## src/rtl/itch_pkt_parser.sv

```systemverilog
// Byte-serial ITCH feed parser: Ethernet -> IPv4 -> UDP -> MoldUDP64 -> decoded ITCH A/E/X records.
// Build option: define IP_CHKSUM_EN to verify the IPv4 header checksum and drop frames that fail it.
module itch_pkt_parser #(
  parameter logic [47:0] MAC_ADDR        = 48'h01005E7D8B20,
  parameter logic [31:0] IP_ADDR         = 32'h8AFD8B20,
  parameter logic [15:0] UDP_PORT        = 16'h4696,
  parameter logic        STOCK_FILTER_EN = 1'b1,
  parameter logic [63:0] FILTER_STOCK    = 64'h4141504C00000000,
  parameter int unsigned MAX_MSG_LEN     = 64,
  parameter int unsigned CNT_W           = 16
) (
  input  logic             clk,
  input  logic             rstN,
  input  logic [7:0]       inByte,
  input  logic             inValid,
  input  logic             inSof,
  input  logic             inLast,
  output logic             outValid,
  output logic [7:0]       outMsgType,
  output logic [63:0]      outRefNum,
  output logic [7:0]       outBuySell,
  output logic [31:0]      outShares,
  output logic [31:0]      outPrice,
  output logic [63:0]      outStock,
  output logic [63:0]      outSeqNum,
  output logic [CNT_W-1:0] dropCnt,
  output logic [CNT_W-1:0] truncCnt
);
  localparam int unsigned CAP_BYTES = 36;

  typedef enum logic [3:0] {IDLE, ETH, IP, UDP, MOLD, MLEN, BODY, TAIL, DROP} state_e;

  state_e                   state_q;
  logic [15:0]              cnt_q, pos;
  logic [55:0]              sh_q;
  logic [63:0]              sh_d;
  logic [8*CAP_BYTES-1:0]   cap_q, cap_d;
  logic [15:0]              len_q, msgcnt_q, idx_q;
  logic [63:0]              seq_q;
  logic                     valid_q;
  logic [7:0]               type_q, bs_q;
  logic [63:0]              ref_q, stock_q, seqn_q;
  logic [31:0]              shares_q, price_q;
  logic [CNT_W-1:0]         drop_q, trunc_q;

  logic [7:0]               d_type, d_bs;
  logic [63:0]              d_ref, d_stock;
  logic [31:0]              d_shares, d_price;
  logic                     sec_end, hdr_fail, mold_err, frame_done, last_msg;
  logic                     is_add, is_ex, emit, csum_bad;

  function automatic logic [CNT_W-1:0] sat_inc(input logic [CNT_W-1:0] v);
    return (&v) ? v : v + CNT_W'(1);
  endfunction

  // Body bytes land at their message offset so decode uses fixed field positions.
  always_comb begin
    sh_d  = {sh_q, inByte};
    pos   = cnt_q + 16'd1;
    cap_d = cap_q;
    for (int unsigned i = 0; i < CAP_BYTES; i++)
      if (cnt_q == 16'(i)) cap_d[8*(CAP_BYTES-1-i) +: 8] = inByte;
  end

  assign d_type   = cap_d[287:280];
  assign d_ref    = cap_d[199:136];
  assign d_bs     = cap_d[135:128];
  assign d_shares = cap_d[127:96];
  assign d_stock  = cap_d[95:32];
  assign d_price  = cap_d[31:0];

  assign is_add = (d_type == 8'h41) && (len_q >= 16'd36) &&
                  (!STOCK_FILTER_EN || d_stock == FILTER_STOCK);
  assign is_ex  = (d_type == 8'h45 || d_type == 8'h58) && (len_q >= 16'd19);

  always_comb begin
    sec_end  = 1'b0;
    hdr_fail = 1'b0;
    case (state_q)
      ETH: begin
        sec_end  = (pos == 16'd14);
        hdr_fail = (pos == 16'd6  && sh_d[47:0] != MAC_ADDR) ||
                   (pos == 16'd14 && sh_d[15:0] != 16'h0800);
      end
      IP: begin
        sec_end  = (pos == 16'd20);
        hdr_fail = (pos == 16'd1  && sh_d[7:0] != 8'h45) ||
                   (pos == 16'd10 && sh_d[7:0] != 8'h11) ||
                   (pos == 16'd20 && (sh_d[31:0] != IP_ADDR || csum_bad));
      end
      UDP: begin
        sec_end  = (pos == 16'd8);
        hdr_fail = (pos == 16'd4 && sh_d[15:0] != UDP_PORT);
      end
      MOLD:    sec_end = (pos == 16'd20);
      MLEN:    sec_end = (pos == 16'd2);
      BODY:    sec_end = (pos == len_q);
      default: ;
    endcase
  end

  assign last_msg   = (idx_q + 16'd1 == msgcnt_q);
  assign mold_err   = (state_q == MLEN) && (pos == 16'd2) &&
                      (sh_d[15:0] == 16'd0 || sh_d[15:0] > 16'(MAX_MSG_LEN));
  assign frame_done = ((state_q == MOLD) && sec_end && sh_d[15:0] == 16'd0) ||
                      ((state_q == BODY) && sec_end && last_msg);
  assign emit       = inValid && !inSof && (state_q == BODY) && sec_end && (is_add || is_ex);

`ifdef IP_CHKSUM_EN
  logic [15:0] csum_q, csum_nxt;
  logic [16:0] csum_add;

  always_comb begin
    csum_add = {1'b0, csum_q} + {1'b0, sh_q[7:0], inByte};
    csum_nxt = csum_add[15:0] + {15'd0, csum_add[16]};
  end

  assign csum_bad = (csum_nxt != 16'hFFFF);

  always_ff @(posedge clk or negedge rstN) begin
    if (!rstN)                                        csum_q <= '0;
    else if (state_q == ETH)                          csum_q <= '0;
    else if (inValid && state_q == IP && !pos[0])     csum_q <= csum_nxt;
  end
`else
  assign csum_bad = 1'b0;
`endif

  always_ff @(posedge clk or negedge rstN) begin
    if (!rstN) begin
      state_q  <= IDLE;
      cnt_q    <= '0;
      sh_q     <= '0;
      cap_q    <= '0;
      len_q    <= '0;
      msgcnt_q <= '0;
      idx_q    <= '0;
      seq_q    <= '0;
      valid_q  <= 1'b0;
      type_q   <= '0;
      ref_q    <= '0;
      bs_q     <= '0;
      shares_q <= '0;
      price_q  <= '0;
      stock_q  <= '0;
      seqn_q   <= '0;
      drop_q   <= '0;
      trunc_q  <= '0;
    end else begin
      valid_q <= 1'b0;
      if (inValid) begin
        sh_q <= sh_d[55:0];
        if (state_q == BODY) cap_q <= cap_d;

        if (inSof) begin
          // A new frame always wins; only an unfinished Mold section counts as truncated.
          if (inLast || state_q inside {MOLD, MLEN, BODY}) trunc_q <= sat_inc(trunc_q);
          state_q <= inLast ? IDLE : ETH;
          cnt_q   <= 16'd1;
        end else if (state_q == TAIL || state_q == DROP) begin
          if (inLast) state_q <= IDLE;
        end else if (state_q != IDLE) begin
          cnt_q <= pos;
          if (state_q == MOLD && pos == 16'd18) seq_q <= sh_d;

          if (hdr_fail) begin
            drop_q  <= sat_inc(drop_q);
            state_q <= inLast ? IDLE : DROP;
          end else if (mold_err) begin
            state_q <= inLast ? IDLE : DROP;
          end else if (inLast && !frame_done) begin
            trunc_q <= sat_inc(trunc_q);
            state_q <= IDLE;
          end else if (sec_end) begin
            cnt_q <= '0;
            case (state_q)
              ETH: state_q <= IP;
              IP:  state_q <= UDP;
              UDP: state_q <= MOLD;
              MOLD: begin
                msgcnt_q <= sh_d[15:0];
                idx_q    <= '0;
                state_q  <= frame_done ? (inLast ? IDLE : TAIL) : MLEN;
              end
              MLEN: begin
                len_q   <= sh_d[15:0];
                state_q <= BODY;
              end
              BODY: begin
                idx_q   <= idx_q + 16'd1;
                state_q <= frame_done ? (inLast ? IDLE : TAIL) : MLEN;
              end
              default: ;
            endcase
          end
        end

        if (emit) begin
          valid_q <= 1'b1;
          type_q  <= d_type;
          ref_q   <= d_ref;
          seqn_q  <= seq_q + {48'd0, idx_q};
          if (d_type == 8'h41) begin
            bs_q     <= d_bs;
            shares_q <= d_shares;
            price_q  <= d_price;
            stock_q  <= d_stock;
          end else begin
            bs_q     <= '0;
            shares_q <= '0;
            price_q  <= '0;
            stock_q  <= '0;
          end
        end
      end
    end
  end

  assign outValid   = valid_q;
  assign outMsgType = type_q;
  assign outRefNum  = ref_q;
  assign outBuySell = bs_q;
  assign outShares  = shares_q;
  assign outPrice   = price_q;
  assign outStock   = stock_q;
  assign outSeqNum  = seqn_q;
  assign dropCnt    = drop_q;
  assign truncCnt   = trunc_q;

endmodule

```

## config.mk

```make
export PLATFORM = sky130hd
export DESIGN_NAME = itch_pkt_parser
export DESIGN_NICKNAME = d
export VERILOG_FILES = /design/src/rtl/itch_pkt_parser.sv
export SDC_FILE = /design/constraint.sdc
export NUM_CORES = 1
export LEC_CHECK = 0
export CORE_MARGIN = 2
export CORE_UTILIZATION = 25
export DETAILED_ROUTE_END_ITERATION = 6
export MAX_ROUTING_LAYER = met4
export PLACE_DENSITY = 0.52
export SKIP_LAST_GASP = 1
export SLEW_MARGIN = 20
export SYNTH_ARGS = -nofsm -noshare
export SYNTH_HDL_FRONTEND = slang
export SYNTH_SLANG_ARGS = --single-unit
```

## constraint.sdc

```tcl
create_clock -name clk -period 4.65 [get_ports clk]
set_input_delay 0.465 -clock clk [delete_from_list [all_inputs] [get_ports clk]]
set_output_delay 0.465 -clock clk [all_outputs]
set_load 0.02 [all_outputs]
```

==> impl_results.md, run 1 <==
* CTS tree: yes
* Measured slew at the worst slew-check pin at between 1 and 1.5 ns
* Relative slew margins at 23.7%
* Sequential area share after synthesis at 53.4%
* # clock sinks at ~700
* Yosys warns at 0
* Top cells by area, synth: dfrtp_1 (53%), mux2_2 (18%), mux2_1 (3.4%)
* Pwr Density at 358 nW/µm²
* Syn_area_per_cell at between 10 and 15 µm²
* Chip width at roughly 370 µm
* Clock network fraction of design power at 48.3%
* Hold Vio Cnt, Final at 0
* Share of cells above drive strength 1 at 26.0%
* CP required at about 5.2 ns
* Achievable Freq at around 0.24 GHz
* Unrepaired setup endpoints after global routing: no
* Post_cts resized at 0
* First-pass GRT wire length at between 100000 and 150000 µm
* Final #Nets at a little over 3000
* Internal power at ~0.011 W
* DR pass1 iterations at 5
* Combinational power share at roughly 8%
* Leakage at between 15 and 20 nW
* Startpoint Class: flip-flop
* Post-synth EDFFs at 0
* Total of max-cap violations at 0
* DRC Markers at 0
* Final Slew Violations at 0
* Rows at between 100 and 150
* Switching portion of total power at 25.6%
* CP startpoint: cnt_q[0]
* Share of the synthesized area in the top cell type at between 50% and 60%
* Root Driver: clkbuf_16
* GPL Wtd Cong at 0.865
* P&R area growth vs syn at 26.6%
* Worst setup EP type: flip-flop
* Fin crit period at between 4 and 5 ns
* Die Ht at about 370 µm
* Post-Route WL at approximately 90000 µm
* Largest net degree at the start of global routing at roughly 110
* Antenna Nets Post-Route at 0
* Yosys reg bits at 701
* Clk buf depth at 3
* Crit path DAT at 4.80 ns
* Dpl hpwl at 62100 µm
* Initial core utilization at between 20% and 30%
* Syn_nets at 2741
* Congestion Overflow GR at 0
* Distinct cell type count after synthesis at 80
* I/O pins at around 320
* Setup_tns at 0 ns
* H-tree depth at 3
* Number of setup violations in the final report at 0
* Initial antenna violation count at 4
* Vias in the first global route at between 20000 and 25000
* Via-per-instance ratio at 4.60
* Skew-Pair Late Insertion Delay at ~0.70 ns
* Hold Path Origin: inByte[1]
* Cell total after placement at 4733
* CP max FO at 43
* Hold Path Class: primary input to flip-flop
* Die Area at ~130000 µm²
* Final Cycle Share at between 90% and 100%
* Max rail drop VDD at 0.000274 V
* Total GRT Usage at between 10% and 20%
* Area leader, netlist: dfrtp_1
* Setup Skew at roughly 0.044 ns
* Core Region at about 130000 µm²
* Crit Path Class: flip-flop to flip-flop
* TritonCTS Buffers at 86
* Reg2reg start: cnt_q[0]
* Core Util, Final at around a third
* Fraction of registers with async set/reset at between 90% and 100%
* Mapped Area at between 30000 and 40000 µm²
* Top_reg_cell synth: dfrtp_1
* Part of the power in registers at 43.7%
* Status: complete, no violations
* Post-route insts no fill at 4891
* Post-DR wirelength/cell at between 15 and 20 µm
* Post-Synthesis Cells at between 2000 and 3000
* Clock transition at the registers of the reported paths at 0.06 ns
* DR iter-0 viols at around 1500
* Total Power at roughly 0.015 W
* Via count at ~22000
* Net load switching power at ~0.0038 W
* Port bufs at 317
* Fillers at approximately 13000
## cells in the mapped netlist (all sizes together) (29+ instances only)
| library cell | n |
|---|---|
| nor4 | 38 |
| nor3 | 62 |
| nor2 | 153 |
| inv | 29 |
| mux2i | 62 |
| xor2 | 55 |
| nand2 | 136 |
| buf | 41 |
| nand4 | 49 |
| xnor2 | 73 |
| clkbuf | 118 |
| dfrtp | 701 |
| o21ai | 91 |
| a21oi | 72 |
| mux2 | 626 |
| nand3 | 70 |
| nor2b | 70 |
## final timing paths
check / end / slack [ns] / depth (start not counted)
max: outSeqNum[50] / 0.40 / 11
min: cap_q[161] / 0.23 / 2
max reg2reg: outSeqNum[50] / 0.40 / 11
min reg2reg: outMsgType[6] / 0.48 / 1
max in group asynchronous: outSeqNum[55] / 2.97 / 3
min in group asynchronous: outRefNum[34] / 0.45 / 2
## cells in the final DEF (no fill, tap or decap), drive strengths merged, types with 72 or more instances in the layout
cell / instances
dfrtp: 701
a21oi: 72
mux2: 626
xnor2: 73
nor2: 153
clkbuf: 119
buf: 127
nand2: 136
o21ai: 91
clkdlybuf4s50: 307
## final cells by class
class,instances,area (µm²),area share [%]
inverter,29,109,0.262
multi-input combinational,1814,14500,34.9
sequential,701,17500,42.2
timing repair buffer,435,4150,9.96
antenna,3,7.51,0.0180
clock buffer,119,2430,5.83
tap,1755,2200,5.28
clock inverter,35,644,1.55
## routing by layer
layer  track usage, %  routed length (µm)  vias to the layer above  share of wire [%]
met2             21.1               42000                      531                 46
met4             3.90                1770                        0                1.9
li1                 -                   -                    10400                  -
met1             18.9               43300                    11400                 47
met3             2.50                4580                      122                5.0
met5                -                   0                        -                  0
## registers in the layout (all words and copies together), names as in the netlist
name,flops
len_q,16
outBuySell,8
state_q,4
sh_q,56
cap_q,208
outPrice,32
outShares,32
outSeqNum,64
idx_q,16
dropCnt,16
cnt_q,16
truncCnt,16
outMsgType,8
msgcnt_q,16
outStock,64
outValid,1
outRefNum,64
seq_q,64
## logic make-up after synthesis
kind of cell,synth area share (%)
fa+ha+maj,1.00
simple gates,11.1
mux,23.3
compound gates,5.09
flops,53.4
xor+xnor,3.55
buf+inv,2.52
## power by group through the flow
stage	clock network, W	logic (W)	registers (W)
global route	0.00772	0.00130	0.00654
detailed placement	0	0.00120	0.00663
floorplan	0	0.000619	0.00656
CTS	0.00746	0.00120	0.00651
finish	0.00721	0.00119	0.00651
global placement	0	0.00119	0.00662
## timing repair
action                     CTS  global route
hold endpoints to repair    89             0
setup buffers                0             0
setup endpoints to repair    0             0
hold buffers                 1             0
## per-stage QoR
stage	hold WS [ns]	instance area [µm²]	setup WS (ns)
6_report	0.232	41600	0.400
5_1_grt	0.202	41600	0.114
4_1_cts	0.155	41600	0.438
3_5_place_dp	0.466	38500	0.467
3_3_place_gp	0.463	38500	0.431
2_1_floorplan	0.169	32900	1.17
## critical path, cell delays in order (launching register included)
cell and delay [ns]:
dfrtp_1 0.53, ha_1 0.23, nand3_1 0.22, nor3_1 0.57, xnor2_1 0.23, o22a_1 0.18
nor4b_1 0.39, a41o_1 0.43, nor3b_2 0.36, buf_12 0.31, buf_12 0.24, mux2_1 0.34
No activity file was read; power rests on OpenSTA's default activity.
==> inputs of run 2 (changes only) <==
--- a/config.mk
+++ b/config.mk
@@ -5,6 +5,7 @@
 export SDC_FILE = /design/constraint.sdc
 export NUM_CORES = 1
 export LEC_CHECK = 0
+export ABC_AREA = 0
 export CORE_MARGIN = 2
 export CORE_UTILIZATION = 25
 export DETAILED_ROUTE_END_ITERATION = 6
==> results of run 2 <==
The final DEF is identical to that of run 1; final timing and power are the same.
